==> config.mk <==
export PLATFORM = sky130hd
export DESIGN_NAME = axis_usb_tx_arbiter
export DESIGN_NICKNAME = d
export VERILOG_FILES = /design/src/rtl/axis_usb_tx_arbiter_pkg.sv /design/src/rtl/axis_usb_tx_arbiter_rr_select.sv /design/src/rtl/axis_usb_tx_arbiter.sv
export SDC_FILE = /design/constraint.sdc
export NUM_CORES = 1
export LEC_CHECK = 0
export ABC_AREA = 1
export CAP_MARGIN = 10
export CELL_PAD_IN_SITES_DETAIL_PLACEMENT = 1
export CELL_PAD_IN_SITES_GLOBAL_PLACEMENT = 2
export CORE_ASPECT_RATIO = 0.5
export CORE_MARGIN = 2
export CORE_UTILIZATION = 31
export CTS_BUF_LIST = sky130_fd_sc_hd__clkbuf_4 sky130_fd_sc_hd__clkbuf_8
export DETAILED_ROUTE_END_ITERATION = 10
export DONT_BUFFER_PORTS = 1
export GPL_TIMING_DRIVEN = 0
export PLACE_DENSITY_LB_ADDON = 0.1
export SLEW_MARGIN = 40
export SYNTH_ARGS = -nofsm -noshare
export SYNTH_HDL_FRONTEND = slang
export SYNTH_SLANG_ARGS = --single-unit
==> constraint.sdc <==
create_clock -name aclk -period 2.7 [get_ports aclk]
set_clock_uncertainty 0.15 [all_clocks]
set_input_delay 0.675 -clock aclk [delete_from_list [all_inputs] [get_ports aclk]]
set_output_delay 0.675 -clock aclk [all_outputs]
set_load 0.01 [all_outputs]
==> src/rtl/axis_usb_tx_arbiter_pkg.sv <==
// Shared definitions for the USB transmit arbiter: frame magics, FSM states
// and header/trailer field layout (also used by the host-side parser model).
package axis_usb_tx_arbiter_pkg;

  localparam logic [7:0] HDR_MAGIC = 8'hA5;
  localparam logic [7:0] TRL_MAGIC = 8'h5A;

  // Byte positions inside the 32-bit header and trailer words
  localparam int MAGIC_LSB = 24;
  localparam int CH_LSB    = 16;
  localparam int SEQ_LSB   = 8;
  localparam int NREAL_LSB = 0;

  typedef enum logic [2:0] {
    IDLE,
    HEADER,
    DATA,
    PAD,
    TRAILER
  } state_e;

  function automatic logic [31:0] make_header(input logic [7:0] ch, input logic [7:0] seq);
    logic [31:0] w;
    w = '0;
    w[MAGIC_LSB +: 8] = HDR_MAGIC;
    w[CH_LSB +: 8]    = ch;
    w[SEQ_LSB +: 8]   = seq;
    return w;
  endfunction

  function automatic logic [31:0] make_trailer(input logic [7:0] ch, input logic [15:0] nreal);
    logic [31:0] w;
    w = '0;
    w[MAGIC_LSB +: 8]  = TRL_MAGIC;
    w[CH_LSB +: 8]     = ch;
    w[NREAL_LSB +: 16] = nreal;
    return w;
  endfunction

endpackage

==> src/rtl/axis_usb_tx_arbiter_rr_select.sv <==
// Combinational round-robin priority encoder: first set request at or above
// i_ptr, wrapping modulo N.
module rr_select #(
  parameter int N = 4,
  parameter int W = 2
) (
  input  logic [N-1:0] i_req,
  input  logic [W-1:0] i_ptr,
  output logic [W-1:0] o_grant,
  output logic         o_any
);

  logic [W-1:0] w_idx;

  // NOTE: every output of a combinational block gets a default before any
  // conditional assignment, otherwise synthesis infers a latch.
  always_comb begin
    o_grant = '0;
    o_any   = 1'b0;
    w_idx   = '0;
    // Walk from the farthest candidate back to ptr so the nearest one wins last.
    for (int i = N - 1; i >= 0; i--) begin
      w_idx = W'((int'(i_ptr) + i) % N);
      if (i_req[w_idx]) begin
        o_grant = w_idx;
        o_any   = 1'b1;
      end
    end
  end

endmodule

==> src/rtl/axis_usb_tx_arbiter.sv <==
// Round-robin framer sharing one 32-bit AXI4-Stream USB transmit path among
// CHANNELS sources: header, BURST payload slots (padded on stall), trailer.
module axis_usb_tx_arbiter
  import axis_usb_tx_arbiter_pkg::*;
#(
  parameter int CHANNELS = 4,
  parameter int BURST    = 256,
  parameter int TIMEOUT  = 64
) (
  input  logic                     aclk,
  input  logic                     areset,
  input  logic [32*CHANNELS-1:0]   s_axis_tdata,
  input  logic [CHANNELS-1:0]      s_axis_tvalid,
  output logic [CHANNELS-1:0]      s_axis_tready,
  output logic [31:0]              m_axis_tdata,
  output logic                     m_axis_tvalid,
  input  logic                     m_axis_tready
);

  localparam int              GW         = (CHANNELS > 1) ? $clog2(CHANNELS) : 1;
  localparam int              IW         = $clog2(TIMEOUT) + 1;
  localparam logic [15:0]     LAST_SLOT  = 16'(BURST - 1);
  localparam logic [IW-1:0]   IDLE_LIMIT = IW'(TIMEOUT - 1);
  localparam logic [GW-1:0]   LAST_CH    = GW'(CHANNELS - 1);

  state_e        r_state, w_next;
  logic [GW-1:0] r_g, r_ptr, w_grant;
  logic [15:0]   r_cnt, r_nreal;
  logic [IW-1:0] r_idle;
  logic [7:0]    r_seq [CHANNELS];
  logic          w_any, w_src_valid, w_hs, w_last_slot, w_timeout;

  rr_select #(.N(CHANNELS), .W(GW)) u_rr_select (
    .i_req   (s_axis_tvalid),
    .i_ptr   (r_ptr),
    .o_grant (w_grant),
    .o_any   (w_any)
  );

  assign w_src_valid = s_axis_tvalid[r_g];
  assign w_hs        = m_axis_tvalid & m_axis_tready;
  assign w_last_slot = (r_cnt == LAST_SLOT);
  assign w_timeout   = !w_src_valid && (r_idle == IDLE_LIMIT);

  // NOTE: clocked state uses non-blocking assignments so every register
  // samples pre-edge values regardless of process evaluation order.
  always_ff @(posedge aclk or posedge areset) begin
    if (areset) r_state <= IDLE;
    else        r_state <= w_next;
  end

  always_comb begin
    w_next        = r_state;
    m_axis_tdata  = '0;
    m_axis_tvalid = 1'b0;
    s_axis_tready = '0;
    case (r_state)
      IDLE: if (w_any) w_next = HEADER;
      HEADER: begin
        m_axis_tdata  = make_header(8'(r_g), r_seq[r_g]);
        m_axis_tvalid = 1'b1;
        if (m_axis_tready) w_next = DATA;
      end
      DATA: begin
        m_axis_tdata       = s_axis_tdata[32*r_g +: 32];
        m_axis_tvalid      = w_src_valid;
        s_axis_tready[r_g] = m_axis_tready;
        // A transfer always beats a simultaneous timeout.
        if (w_src_valid && m_axis_tready) begin
          if (w_last_slot) w_next = TRAILER;
        end else if (w_timeout) begin
          w_next = PAD;
        end
      end
      PAD: begin
        m_axis_tvalid = 1'b1;
        if (m_axis_tready && w_last_slot) w_next = TRAILER;
      end
      TRAILER: begin
        m_axis_tdata  = make_trailer(8'(r_g), r_nreal);
        m_axis_tvalid = 1'b1;
        if (m_axis_tready) w_next = IDLE;
      end
      default: w_next = IDLE;
    endcase
  end

  always_ff @(posedge aclk or posedge areset) begin
    if (areset) begin
      r_g     <= '0;
      r_ptr   <= '0;
      r_cnt   <= '0;
      r_nreal <= '0;
      r_idle  <= '0;
      // NOTE: this small array is reset explicitly because sequence numbers
      // must restart at zero; large RAM-style arrays would not be.
      for (int i = 0; i < CHANNELS; i++) r_seq[i] <= '0;
    end else begin
      case (r_state)
        IDLE: if (w_any) begin
          r_g     <= w_grant;
          r_ptr   <= (w_grant == LAST_CH) ? '0 : w_grant + 1'b1;
          r_cnt   <= '0;
          r_nreal <= '0;
          r_idle  <= '0;
        end
        DATA: begin
          if (w_hs) begin
            r_cnt   <= r_cnt + 16'd1;
            r_nreal <= r_nreal + 16'd1;
            r_idle  <= '0;
          end else if (!w_src_valid) begin
            r_idle  <= r_idle + 1'b1;
          end
        end
        PAD:     if (w_hs) r_cnt <= r_cnt + 16'd1;
        TRAILER: if (w_hs) r_seq[r_g] <= r_seq[r_g] + 8'd1;
        default: ;
      endcase
    end
  end

endmodule

Yosys cells after proc, flatten, opt, wreduce, memory -nomap -nowiden
Index checks and enable logic that the tools add are counted.
{"block": "word_totals", "reg_bits": 78, "latch_bits": 0, "mem_bits_rw": 0, "romBits": 0, "output_inout_bits": 37, "memories": 0}
{"block": "classes", "addsub": 8, "mul": 0, "div": 0, "magnitude_cmp": 8, "n_eq_ne": 16, "n_shift": 1, "n_mux": 47, "n_bitwise": 3, "reduce_logical": 17}
{"cell": "indexed part select 128 x 8 -> 32 bit", "count": 1}
{"cell": "one-hot mux 32 bit (3 select lines)", "count": 1}
{"cell": "one-hot mux 16 bit (2 select lines)", "count": 2}
{"cell": "2-to-1 mux 16 bit", "count": 3}
{"cell": "adder 16 x 1 -> 16 bit (second input constant)", "count": 2}
{"cell": "bitwise mux 32 bit", "count": 1}
{"cell": "2-to-1 mux 8 bit", "count": 3}
{"cell": "2-to-1 mux 3 bit", "count": 7}
{"cell": "2-to-1 mux 7 bit", "count": 3}
{"cell": "binary-select mux 8 bit (select 2 bit)", "count": 1}
{"cell": "demux 8 bit (select 2 bit)", "count": 1}
{"cell": "== test 16 x 8 -> 1 bit (second input constant)", "count": 1}
{"cell": "less-than comparator 2 x 3 -> 1 bit (second input constant)", "count": 5}
{"cell": "one-hot mux 3 bit (5 select lines)", "count": 1}
{"cell": "one-hot mux 7 bit (2 select lines)", "count": 1}
{"cell": "binary-select mux 1 bit (select 2 bit)", "count": 5}
{"cell": "2-to-1 mux 1 bit", "count": 10}
{"cell": "2-to-1 mux 2 bit", "count": 5}
{"cell": "inequality test 3 bit (second input constant)", "count": 3}
{"cell": "AND reduction 3 bit", "count": 3}
{"cell": "adder 8 x 1 -> 8 bit (second input constant)", "count": 1}
{"cell": "inequality test 2 bit (second input constant)", "count": 4}
{"cell": "adder 7 x 1 -> 7 bit (second input constant)", "count": 1}
{"cell": "== test 7 x 6 -> 1 bit (second input constant)", "count": 1}
{"cell": "24 further kinds", "count": 34}

Depth between registers and ports, before layout
{"block": "depth", "word_depth": 9, "ltp_mapped": 15, "ltp_nobuf": 14}

By module
From an unflattened synthesis, not the netlist that was laid out.
{"block": "hier_totals", "hier_cells": 922, "area_unflattened_um2": 5788.1}
{"mod": "axis_usb_tx_arbiter", "n_inst": 1, "cells_per_inst": 878, "area_per_inst_um2": 5572.8, "seq_area_each_um2": 1951.9}
{"mod": "rr_select", "n_inst": 1, "cells_per_inst": 44, "area_per_inst_um2": 215.2, "seq_area_each_um2": 0.0}

Least setup slack after synthesis
OpenSTA, ideal clock, no wires.
{"block": "synth_timing", "path_type": "flip-flop to output port", "from": "register r_g[0]", "to": "output m_axis_tdata[10]", "t_arrival_ps": 1472, "required_ps": 1875, "setup_slack_ps": 403, "path_stages_with_launch": 9, "n_path_buf": 3, "path_cell_list": "dfrtp_1 > buf_6 > nor2_4 > buf_6 > clkbuf_1 > a22oi_1 > nand2_1 > nand2_1 > o211ai_1"}
{"block": "synth_between", "elab_chain_cells": 5, "elab_cells_between_ends": 6, "cone_classes": "shift (1); mux (4); bitwise (1)"}
{"item": "start: declaration", "line_no": "axis_usb_tx_arbiter.sv:27", "text": "logic [GW-1:0] r_g, r_ptr, w_grant;"}
{"item": "start signal: assignment", "line_no": "axis_usb_tx_arbiter.sv:101", "text": "r_g <= w_grant;"}
{"item": "branches (longest 4 deep; another with indexed part select 128 x 8 -> 32 bit)"}
{"item": "one-hot mux 32 bit (3 select lines) (*)", "line_no": "axis_usb_tx_arbiter.sv:57", "text": "case (r_state)"}
{"item": "end: declaration", "line_no": "axis_usb_tx_arbiter.sv:15", "text": "output logic [31:0] m_axis_tdata,"}
Mark *: on every way between the ends. The select of a mux whose other input is x is not followed.

Worst setup path in the final report
{"block": "layout_timing", "from": "register r_g[1]", "to": "output m_axis_tdata[3]"}
{"block": "layout_between", "elab_chain_cells": 2}
{"item": "indexed part select 128 x 8 -> 32 bit", "line_no": "axis_usb_tx_arbiter.sv:65", "text": "m_axis_tdata = s_axis_tdata[32*r_g +: 32];"}
{"item": "one-hot mux 32 bit (3 select lines)", "line_no": "axis_usb_tx_arbiter.sv:57"}
No other way between the ends.

==> out/metrics.csv <==
metric,value,unit
outcome,finished with violations,
violations,negative setup slack,
grt_pass1_wl,37.3,mm
ios,172,
cts.sinks,78,
power_density,1020,nW/um^2
min_period,2.73,ns
clockBufferDepth,2,
cp.arrival,1.91,ns
area_delta_synth_final,25.2,%
finalHoldViolCount,0,
vias_per_cell,5.18,
cts_buffers,9,
nFillCells,2352,
endpoint,m_axis_tdata[3],
dr_wl_met3,1.20,mm
max_slew_margin,0.643,
initial_core_util,0.320,
worstSetupStartpointType,register,
dp_cells,1166,
maxCapViolations,0,
crit_path_cell_trace,buf_12 -> inv_12 -> nor2_4 -> buf_12 -> clkbuf_16 -> nand2_2 -> nand4_1 -> a22o_1,
synth_warnings,0,
insertion_delay,0.37,ns
leakagePower,3.37,nW
finalCritPeriodShare,1.01,
grt_max_degree,23,
postSynthAreaPerCell,6.59,um^2
die_area,20400,um^2
cts-root-buf,clkbuf_8,
ir_drop,312,uV
vias,6299,
seq_area_frac_synth,0.328,
rows,35,
critPathKind,register to output port,
crit_start,r_g[1],
rrSetupSlack,0.15,ns
routedLengthMet1,11.1,mm
tightest_slew,0.534,ns
fin_cells,1215,
dr.pass1.iters,4,
place_area,6380,um^2
gr-total-overflow,0,
cts.htree.levels,3,
clk_pin_slew,0.08,ns
cp-end-kind,output port,
post-dp-hpwl,18.6,mm
fin_setup_tns,-0.122,ns
rsz0062_at_grt,yes,
first_global_vias,6351,
yosysTopAreaCell,dfrtp_1,
die-height,102,um
ff2ff_path_depth,18,
critPathMaxStageDelay,0.38,ns
drive_gt1_frac,0.221,
portBuffers,0,
synth_fp_nets,1043,
gp_congestion,0.838,
r2r-start,r_g[0],
wl_per_cell,20.0,um
route.detailed.drc,0,
synthCells,903,
crit_required,1.88,ns
final_nets,1092,
cp_slowest_cell,dfrtp_1,
top_layer,met5,
setup_viol,6,
drv_slew,0,
r2r_end,r_seq[23],
critPathMaxFanout,7,
die_w,200,um
ys_ff_latch,78,
synth_cell_types,37,
fin_area,7450,um^2
coreArea,18600,um^2
cts_tree,yes,
grt.total_usage,0.243,
syn_area,5950,um^2
route.antenna.remaining_nets,0,
synth.area.top_cells,"dfrtp_1 (33%), nand2_1 (23%), nand3_1 (4.9%)",
cp_common_cell,buf_12,
drt_iter0_markers,237,
met2_length,11.8,mm
synth_top_area_frac,0.328,
hold_class,primary input to async pin,
wirelength,24.4,mm
antenna_found_initial,2,
fmax,366,MHz
fin_ws,-0.0343,ns
dp_slack,-0.304,ns
finalPower,7.62,mW
==> layer usage <==
| metal | up-vias | track usage |
|---|---|---|
| met5 | - | 0 |
| met4 | 2 | 0.0467 |
| met3 | 20 | 0.0452 |
| met2 | 136 | 0.435 |
| met1 | 3093 | 0.311 |
| li1 | 3048 | - |
==> worst max-delay path: cells and delay by family (launching register included) <==
| family | cells | cell delay [ns] |
|---|---|---|
| buf+inv | 4 | 0.55 |
| simple gates | 3 | 0.38 |
| flops | 1 | 0.38 |
| compound gates | 1 | 0.23 |
==> metrics by stage <==
stage                util  hold slack (ns)
floorplan               -            0.299
global placement    0.337            0.313
detailed placement  0.343            0.318
CTS                 0.394          0.00904
global route        0.400          0.00794
finish              0.400           0.0106
==> sequential cells by signal, indices dropped and copies added (netlist names) <==
name     count
r_g          2
r_state      3
r_seq       32
r_cnt       16
r_ptr        2
r_nreal     16
r_idle       7
==> layout make-up <==
class	count	area, um^2	area share
clock buffers	9	124	0.0166
clock inverters	5	52.6	0.00705
well taps	259	324	0.0435
plain buffers	37	420	0.0564
repair buffers	38	469	0.0630
inverters	66	282	0.0378
multi-input cells	722	3820	0.513
flip-flops and latches	78	1960	0.262
diodes	1	2.50	0.000336
==> worst min path at each step <==
stage / startpoint / endpoint / cells past startpoint / slack, ns
global route: areset / r_ptr[1] / 1 / 0.008
global placement: r_seq[23] / r_seq[23] / 2 / 0.31
detailed placement: r_seq[7] / r_seq[7] / 2 / 0.32
finish: areset / r_cnt[12] / 1 / 0.01
floorplan: r_seq[6] / r_seq[6] / 2 / 0.30
CTS: areset / r_ptr[1] / 1 / 0.009
==> where the power goes <==
part	total (mW)	switching [mW]	internal [mW]
Clock	0.877	0.464	0.413
Sequential	1.59	0.184	1.41
Combinational	5.15	3.26	1.89
Total	7.62	3.91	3.71
==> Yosys cell counts <==
master and count:
nand2_1 366, dfrtp_1 78, nor2_1 62, nand3_1 58, inv_1 57, o21ai_0 36, a22oi_1 31, nand4_1 25
xor2_1 20, o21ai_1 19, clkbuf_1 18, a21oi_1 15, nand2_2 14, nor3_1 10, o21ai_2 10, buf_2 8
or2_2 8, inv_2 7, xnor2_1 6, a22o_1 5, buf_6 5, ha_1 5, nor2_4 5, o211ai_1 5
buf_4 4, nor2_2 4, buf_1 3, nand2_4 3, nand3b_1 3, nor3_2 3, inv_4 2, nand3_2 2
o21bai_1 2, buf_12 1, nor2_8 1, o221ai_1 1, o22ai_1 1
==> logic make-up (layout without fill, tap and decap cells) <==
kind of cell,count (synthesis),count (layout),synth area share
AND/OR/NAND/NOR,564,566,0.411
AO/OA/AOI/OAI,125,125,0.131
buffers and inverters,105,155,0.0803
flip-flops,78,78,0.328
XOR/XNOR,26,26,0.0383
adder cells (fa/ha/maj),5,5,0.0105
other,0,1,0
==> cells in the final DEF, fill, tap and decap left out, types with 15 or more instances in the layout <==
master / instances
nand2_2: 29
o21ai_0: 28
xor2_1: 20
nor2_1: 56
buf_4: 29
nand2_1: 346
nand4_1: 25
clkbuf_8: 15
inv_1: 53
dfrtp_1: 75
o21ai_2: 16
o21ai_1: 20
nand3_1: 55
a22oi_1: 22
==> repair_timing <==
| item | in CTS | in global routing |
|---|---|---|
| setup buffers | 26 | 3 |
| resized for setup | 133 | 27 |
| pin swaps | 15 | 13 |
| cloned | 6 | 1 |
| hold buffers | 0 | 0 |
| setup endpoints to repair | 36 | 40 |
Note: power is estimated with default switching activity, not from simulation.
